### config.mk
export PLATFORM = sky130hd
export DESIGN_NAME = valid_fill_ctrl
export DESIGN_NICKNAME = d
export VERILOG_FILES = /design/src/rtl/valid_fill_ctrl.sv
export SDC_FILE = /design/constraint.sdc
export NUM_CORES = 1
export LEC_CHECK = 0
export ABC_AREA = 1
export CAP_MARGIN = 20
export CORE_MARGIN = 2
export CORE_UTILIZATION = 51
export DETAILED_ROUTE_END_ITERATION = 6
export HOLD_SLACK_MARGIN = 0.06
export PLACE_DENSITY = 0.79
export SLEW_MARGIN = 10
export SYNTH_ARGS = -nofsm -noshare
export SYNTH_HDL_FRONTEND = slang
export SYNTH_SLANG_ARGS = --single-unit
### constraint.sdc
create_clock -name clk -period 2.5 [get_ports clk]
set_input_delay 0.375 -clock clk [delete_from_list [all_inputs] [get_ports clk]]
set_output_delay 0.375 -clock clk [all_outputs]
set_load 0.01 [all_outputs]
### src/rtl/valid_fill_ctrl.sv
// valid_fill_ctrl: load-side lookup of the per-byte valid store, fills
// missing bytes from backing memory, marks them valid and responds.
// Optional fill-ack timeout compiled in with `define FILL_TIMEOUT_EN.
module valid_fill_ctrl #(
  parameter int ADDR_W   = 10,
  parameter int MAX_WAIT = 255
) (
  input  logic              clk,
  input  logic              rst,
  input  logic              req_valid,
  output logic              req_ready,
  input  logic [ADDR_W-1:0] req_addr,
  input  logic [1:0]        req_size,
  output logic [ADDR_W-1:0] vr_address,
  output logic [1:0]        vr_loadselect,
  output logic              vr_write,
  input  logic              vr_valid_1,
  input  logic              vr_valid_2,
  input  logic              vr_valid_3,
  input  logic              vr_valid_4,
  output logic              fill_req,
  output logic [ADDR_W-1:0] fill_addr,
  input  logic              fill_ack,
  output logic              resp_valid,
  output logic              resp_hit,
  output logic [3:0]        resp_miss_mask,
  output logic              resp_err
);

  typedef enum logic [2:0] {
    S_IDLE,
    S_LOOKUP,
    S_CHECK,
    S_FILL,
    S_FILL_WAIT,
    S_MARK,
    S_RESP
  } state_t;

  state_t state_q, state_d;

  logic [ADDR_W-1:0] addr_q, addr_d;
  logic [1:0]        size_q, size_d;
  logic [3:0]        mask_q, mask_d;
  logic [3:0]        rem_q, rem_d;
  logic              req_ready_q, req_ready_d;
  logic [ADDR_W-1:0] vr_address_q, vr_address_d;
  logic [1:0]        vr_loadselect_q, vr_loadselect_d;
  logic              vr_write_q, vr_write_d;
  logic              fill_req_q, fill_req_d;
  logic [ADDR_W-1:0] fill_addr_q, fill_addr_d;
  logic              resp_valid_q, resp_valid_d;
  logic              resp_hit_q, resp_hit_d;
  logic [3:0]        resp_mask_q, resp_mask_d;
  logic              resp_err_q, resp_err_d;

`ifdef FILL_TIMEOUT_EN
  localparam logic [15:0] WAIT_LIM = 16'(MAX_WAIT - 1);
  logic [15:0] wait_q, wait_d;
`else
  logic [15:0] unused_max_wait;
  assign unused_max_wait = 16'(MAX_WAIT);
`endif

  logic [3:0] valid_vec;
  logic [3:0] exp_mask;
  logic [3:0] miss;
  logic [1:0] low_idx;
  logic [1:0] size_in;
  logic       go_resp;
  logic       hit_n;
  logic       err_n;

  assign valid_vec = {vr_valid_4, vr_valid_3, vr_valid_2, vr_valid_1};

  // Illegal size 3 is treated as a single byte.
  assign size_in = (req_size == 2'd3) ? 2'd0 : req_size;

  // Bytes covered by the latched access size.
  always_comb begin
    exp_mask = 4'b1111;
    case (size_q)
      2'd0:    exp_mask = 4'b0001;
      2'd1:    exp_mask = 4'b0011;
      default: exp_mask = 4'b1111;
    endcase
  end

  assign miss = exp_mask & ~valid_vec;

  // Lowest outstanding byte is fetched first.
  always_comb begin
    low_idx = 2'd3;
    if (rem_q[0])      low_idx = 2'd0;
    else if (rem_q[1]) low_idx = 2'd1;
    else if (rem_q[2]) low_idx = 2'd2;
    else               low_idx = 2'd3;
  end

  // Next state and next registered outputs.
  always_comb begin
    state_d         = state_q;
    addr_d          = addr_q;
    size_d          = size_q;
    mask_d          = mask_q;
    rem_d           = rem_q;
    vr_address_d    = vr_address_q;
    vr_loadselect_d = vr_loadselect_q;
    vr_write_d      = 1'b0;
    fill_req_d      = fill_req_q;
    fill_addr_d     = fill_addr_q;
    resp_valid_d    = 1'b0;
    resp_hit_d      = 1'b0;
    resp_mask_d     = 4'b0000;
    resp_err_d      = 1'b0;
    go_resp         = 1'b0;
    hit_n           = 1'b0;
    err_n           = 1'b0;
`ifdef FILL_TIMEOUT_EN
    wait_d          = wait_q;
`endif
    case (state_q)
      S_IDLE: begin
        if (req_valid && req_ready_q) begin
          addr_d          = req_addr;
          size_d          = size_in;
          vr_address_d    = req_addr;
          vr_loadselect_d = size_in;
          state_d         = S_LOOKUP;
        end
      end
      S_LOOKUP: begin
        state_d = S_CHECK;
      end
      S_CHECK: begin
        mask_d = miss;
        rem_d  = miss;
        if (miss == 4'b0000) begin
          go_resp = 1'b1;
          hit_n   = 1'b1;
        end else begin
          state_d = S_FILL;
        end
      end
      S_FILL: begin
        fill_addr_d = addr_q + ADDR_W'(low_idx);
        fill_req_d  = 1'b1;
        state_d     = S_FILL_WAIT;
`ifdef FILL_TIMEOUT_EN
        wait_d      = 16'd0;
`endif
      end
      S_FILL_WAIT: begin
        if (fill_ack) begin
          fill_req_d = 1'b0;
          rem_d      = rem_q & (rem_q - 4'd1);
          if (rem_d != 4'b0000) begin
            state_d = S_FILL;
          end else begin
            state_d         = S_MARK;
            vr_write_d      = 1'b1;
            vr_address_d    = addr_q;
            vr_loadselect_d = size_q;
          end
        end
`ifdef FILL_TIMEOUT_EN
        else if (wait_q == WAIT_LIM) begin
          fill_req_d = 1'b0;
          go_resp    = 1'b1;
          err_n      = 1'b1;
        end else begin
          wait_d = wait_q + 16'd1;
        end
`endif
      end
      S_MARK: begin
        go_resp = 1'b1;
      end
      S_RESP: begin
        state_d = S_IDLE;
      end
      default: begin
        state_d = S_IDLE;
      end
    endcase
    if (go_resp) begin
      state_d      = S_RESP;
      resp_valid_d = 1'b1;
      resp_hit_d   = hit_n;
      resp_mask_d  = mask_d;
      resp_err_d   = err_n;
    end
    req_ready_d = (state_d == S_IDLE);
  end

  // State and output registers with synchronous active-low reset.
  always_ff @(posedge clk) begin
    if (!rst) begin
      state_q         <= S_IDLE;
      addr_q          <= '0;
      size_q          <= 2'd0;
      mask_q          <= 4'b0000;
      rem_q           <= 4'b0000;
      req_ready_q     <= 1'b0;
      vr_address_q    <= '0;
      vr_loadselect_q <= 2'd0;
      vr_write_q      <= 1'b0;
      fill_req_q      <= 1'b0;
      fill_addr_q     <= '0;
      resp_valid_q    <= 1'b0;
      resp_hit_q      <= 1'b0;
      resp_mask_q     <= 4'b0000;
      resp_err_q      <= 1'b0;
`ifdef FILL_TIMEOUT_EN
      wait_q          <= 16'd0;
`endif
    end else begin
      state_q         <= state_d;
      addr_q          <= addr_d;
      size_q          <= size_d;
      mask_q          <= mask_d;
      rem_q           <= rem_d;
      req_ready_q     <= req_ready_d;
      vr_address_q    <= vr_address_d;
      vr_loadselect_q <= vr_loadselect_d;
      vr_write_q      <= vr_write_d;
      fill_req_q      <= fill_req_d;
      fill_addr_q     <= fill_addr_d;
      resp_valid_q    <= resp_valid_d;
      resp_hit_q      <= resp_hit_d;
      resp_mask_q     <= resp_mask_d;
      resp_err_q      <= resp_err_d;
`ifdef FILL_TIMEOUT_EN
      wait_q          <= wait_d;
`endif
    end
  end

  assign req_ready      = req_ready_q;
  assign vr_address     = vr_address_q;
  assign vr_loadselect  = vr_loadselect_q;
  assign vr_write       = vr_write_q;
  assign fill_req       = fill_req_q;
  assign fill_addr      = fill_addr_q;
  assign resp_valid     = resp_valid_q;
  assign resp_hit       = resp_hit_q;
  assign resp_miss_mask = resp_mask_q;
  assign resp_err       = resp_err_q;

endmodule

Word-level counts from Yosys, hierarchy flattened
Cells that the tools add are included.
{ "word_totals": {"register_bits": 54, "latchBits": 0, "ram_bits": 0, "rom_bits": 0, "output_inout_bits": 32, "wordCells": 73, "mem_count": 0} }
{ "op_classes": {"add_sub_neg": 2, "n_mul": 0, "div": 0, "order_cmp": 0, "n_eq_ne": 10, "n_shift": 0, "muxes": 28, "bitwise": 3, "reduce_logical": 16} }
{ "ops": {"columns": ["op", "count"], "rows": [
  ["$mux W10", 3],
  ["$pmux W10 S2", 1],
  ["$pmux W3 S6", 1],
  ["$pmux W4 S2", 2],
  ["$mux W3", 5],
  ["$mux W2", 6],
  ["$add A10 B2 Y10", 1],
  ["$and A4 B4 Y4", 2],
  ["$mux W4", 2],
  ["$reduce_and A2 Y1", 4],
  ["$eq A3 B2 Y1 const B", 2],
  ["$eq A3 B3 Y1 const B", 2],
  ["$logic_not A3 Y1", 2],
  ["$ne A2 B2 Y1 const B", 3],
  ["$reduce_and A3 Y1", 2],
  ["$reduce_bool A2 Y1", 3],
  ["$mux W1", 5],
  ["$logic_not A4 Y1", 1],
  ["$not A4 Y4", 1],
  ["$pmux W1 S2", 2],
  ["$pmux W2 S2", 1],
  ["$reduce_and A4 Y1", 1],
  ["$reduce_bool A4 Y1", 1],
  ["$sub A4 B1 Y4 const B", 1],
  ["other kinds (5)", 5]
]} }

Logic depth before layout (Yosys ltp)
{ "depth": {"depth_word": 8, "mapped_depth": 13} }

Worst setup path before layout
No wires, ideal clock.
{ "synth_path": {"path_type": "register to register", "startpoint": "reg rem_q[1]", "endpoint": "reg fill_addr_q[8] (netlist: fill_addr[8])", "arrival_time_ns": 1.825, "required_time_ns": 2.391, "setup_slack_ns": 0.567, "path_stages_with_launch": 14, "n_path_buf": 0, "period_less_slack_ns": 1.933, "cell_sequence": "dfxtp_1 -> inv_1 -> a21oi_1 -> ha_1 -> inv_1 -> fa_1 -> nor2_1 -> nand2_1 -> nor2_1 -> nand3_1 -> nand2_1 -> nand3_1 -> nand2_1 -> inv_1"} }
{ "synth_between": {"elab_chain_len": 3} }
{ "synth_rtl": {"columns": ["item", "line_no", "rtl"], "rows": [
  ["start, declared", "45", "logic [3:0] rem_q, rem_d;"],
  ["start signal, assigned", "222", "rem_q <= rem_d;"],
  ["$mux W2", "95", "else if (rem_q[1]) low_idx = 2'd1;"],
  ["$mux W2", "94", "if (rem_q[0]) low_idx = 2'd0;"],
  ["$add A10 B2 Y10", "146", "fill_addr_d = addr_q + ADDR_W'(low_idx);"],
  ["end signal, assigned", "228", "fill_addr_q <= fill_addr_d;"],
  ["end, declared", "51", "logic [ADDR_W-1:0] fill_addr_q, fill_addr_d;"]
]} }
No other way between the ends.
A chain may end at the register's enable or synchronous reset.

Worst setup path after layout
Ends and elaborated chain as after synthesis.

==> results.md <==
* Status: finished clean
* Setup_tns at 0 ns
* Maximum VDD drop at 0.0005538 V
* Root Buffer: clkbuf_8
* Post-CTS Setup Bufs at 0
* Area Growth Syn to Fin at 24.41%
* Commonest non-fill, non-tap cell in the layout: nand2_1
* Seq/Total Area, Yosys at 42.27%
* Unique masters post-synth at 34
* Hold-fix buffers at CTS at 0
* Crit-path max FO at 3
* Synth Warn # at 0
* Die X at 74.82 um
* Detailed Place HPWL at 3.899 mm
* Final period util at 84.50%
* Vias in the first global route at about 2300
* Min-Delay Path Class: reg -> reg
* Multi-input combinational cell area at around 0.0012 mm^2
* Vias at 2388
* Final ANT Viol Nets at 0
* Final Setup Violations at 0
* Rows at 25
* Drt wl/cell at 11.41 um
* Clock Latency Late Sink at 0.31 ns
* WHS at approximately 0.47 ns
* Die H at 74.82 um
* Initial antenna violation count at 0
* Synth Instances at roughly 360
* Register bit count reported by yosys at 54
* Cells on Worst Hold Path at 2
* Area contributors post-synth: dfxtp_1, nand2_1, a21oi_1
* Final net count at 430
* Final Hold Vio Count at 0
* Syn_nets at between 300 and 400
* GP Congestion at 0.8392
* Total die area at 0.005597 mm^2
* Fraction of layout cells with a size suffix above 1 at 6.880%
* Fmax at 473.4 MHz
* Max_cap viols at 0
* Mapped Avg Cell Area at about 7 um^2
* GRT Util Overall at 21.28%
* Crit start category: flop
* DRT iter0 DRCs at 91
* Top cell type by total area after synthesis: dfxtp_1
* Antenna Cells at 0
* Slew @ Worst Pin at 0.6518 ns
* Arr. time, crit path at 2.34 ns
* WL final at about 5.4 mm
* Crit end category: flop
* Post-Syn Area at 0.002557 mm^2
* Req. time, crit path at 2.72 ns
* Fillers at 437
* R2R cell count at 13
* DR vias/cell at around 5
* Drt first pass iters at 4
* Clk_skew at about 0.011 ns
* Time the worst path needs with I/O delays and setup at 2.112 ns
* Unrepaired setup endpoints after global routing: false
* DRC at 0
* Commonest non-fill, non-tap cells in the layout: nand2_1, dfxtp_1, clkdlybuf4s50_1, inv_1, nor2_1
* Top cell type's share of synthesized area at 42.27%
* CTS tree: yes
* Num CTS Buffers at 5
* Starting Density at 53.44%
* Largest net degree at the start of global routing at 33
* Clk sinks at 54
* Post_cts resized at 0
* CORE AREA at 0.004786 mm^2
* Worst rel slew slack at 56.50%
* Worst-path clk slew at 0.10 ns
* Leak at 1.423 nW
* Pins over their slew limit at 0
* Register area at 0.001081 mm^2
* # H-tree levels at 2
* Port bufs at 50
* Max Root-Sink Buffers at 2
* Ports at 52
* Pwr Density at 995.4 mW/mm^2
* Setup CP Type: reg -> reg
* First-pass GRT wire length at 9.170 mm
* Overflow after GRT at 0
-- worst max-delay path, cell delays in order, from the launching register on --
cell and delay [ns]:
dfxtp_1 0.40, inv_1 0.08, a21oi_1 0.13, ha_1 0.17, inv_1 0.06, fa_1 0.42, nor2_1 0.17, nand2_1 0.09
nor2_1 0.19, nand3_1 0.10, nand2_1 0.07, nand3_1 0.06, nand2_1 0.07, inv_1 0.03
-- cells in the mapped netlist, drive strengths merged --
master,n
nand3,25
nand4,4
o21bai,2
a211oi,2
fa,1
inv,53
a21oi,38
clkinv,1
nor3,4
nand2,66
clkbuf,5
conb,1
dfxtp,54
buf,9
xor2,4
a31oi,1
ha,2
or2,3
nor4,2
nor2,52
o21ai,33
-- report_power, final --
group          internal [mW]  switching, mW  total (mW)  leakage (nW)
clock                  0.321          0.276       0.597        0.0573
sequential              1.08          0.153        1.23         0.440
combinational          0.560          0.781        1.34         0.926
total                   1.96           1.21        3.17          1.42
-- state kept, by name (all words and copies together) (netlist names) --
| name | flops |
|---|---|
| size_q | 2 |
| state_q | 3 |
| vr_write | 1 |
| resp_valid | 1 |
| fill_addr | 10 |
| resp_hit | 1 |
| vr_loadselect | 2 |
| fill_req | 1 |
| vr_address | 10 |
| resp_miss_mask | 4 |
| mask_q | 4 |
| addr_q | 10 |
| req_ready | 1 |
| rem_q | 4 |
-- area by class of cell --
type                       count  share of cell area, %
clock buffer                   6                  2.595
clock inverter                 1                 0.9438
inverter                      54                  6.449
multi-input combinational    240                  37.20
sequential                    54                  33.98
tap                           67                  2.635
timing repair buffer          52                  16.20
-- per-stage QoR --
stage                     std cells  cell area [um^2]  utilization [%]  power [mW]  worst slack [ns]
after global routing            474              3182            66.48       3.443           0.07000
after detailed placement        467              3069            64.13       2.593            0.4302
final                           474              3182            66.48       3.167            0.3876
after global placement          467              3069            64.13       2.564            0.4755
after floorplan                 362              2557                -       2.218            0.5667
after CTS                       474              3182            66.48       3.193            0.4006
-- cells by family (layout without fill, tap and decap cells) --
kind of cell	after synthesis	in the layout	synth area share, %
flops	54	54	42.27
buf+inv	68	113	11.45
xor+xnor	4	4	1.370
simple gates	156	156	27.49
other cells	1	1	0.1466
compound gates	76	76	15.51
fa+ha+maj	3	3	1.761
-- final timing paths --
path                  from           end  slack [ns]
hold reg to reg   fill_req      fill_req        0.47
hold / removal    fill_req      fill_req        0.47
setup / recovery  rem_q[1]  fill_addr[8]        0.39
setup reg to reg  rem_q[1]  fill_addr[8]        0.39
-- per-layer routing --
| layer | share of wire (%) | GRT usage [%] |
|---|---|---|
| met5 | 0 | 0 |
| met4 | 2.3 | 10.12 |
| met3 | 5.0 | 4.819 |
| met2 | 48 | 37.95 |
| met1 | 45 | 24.00 |
(Power assumes the default switching activity.)
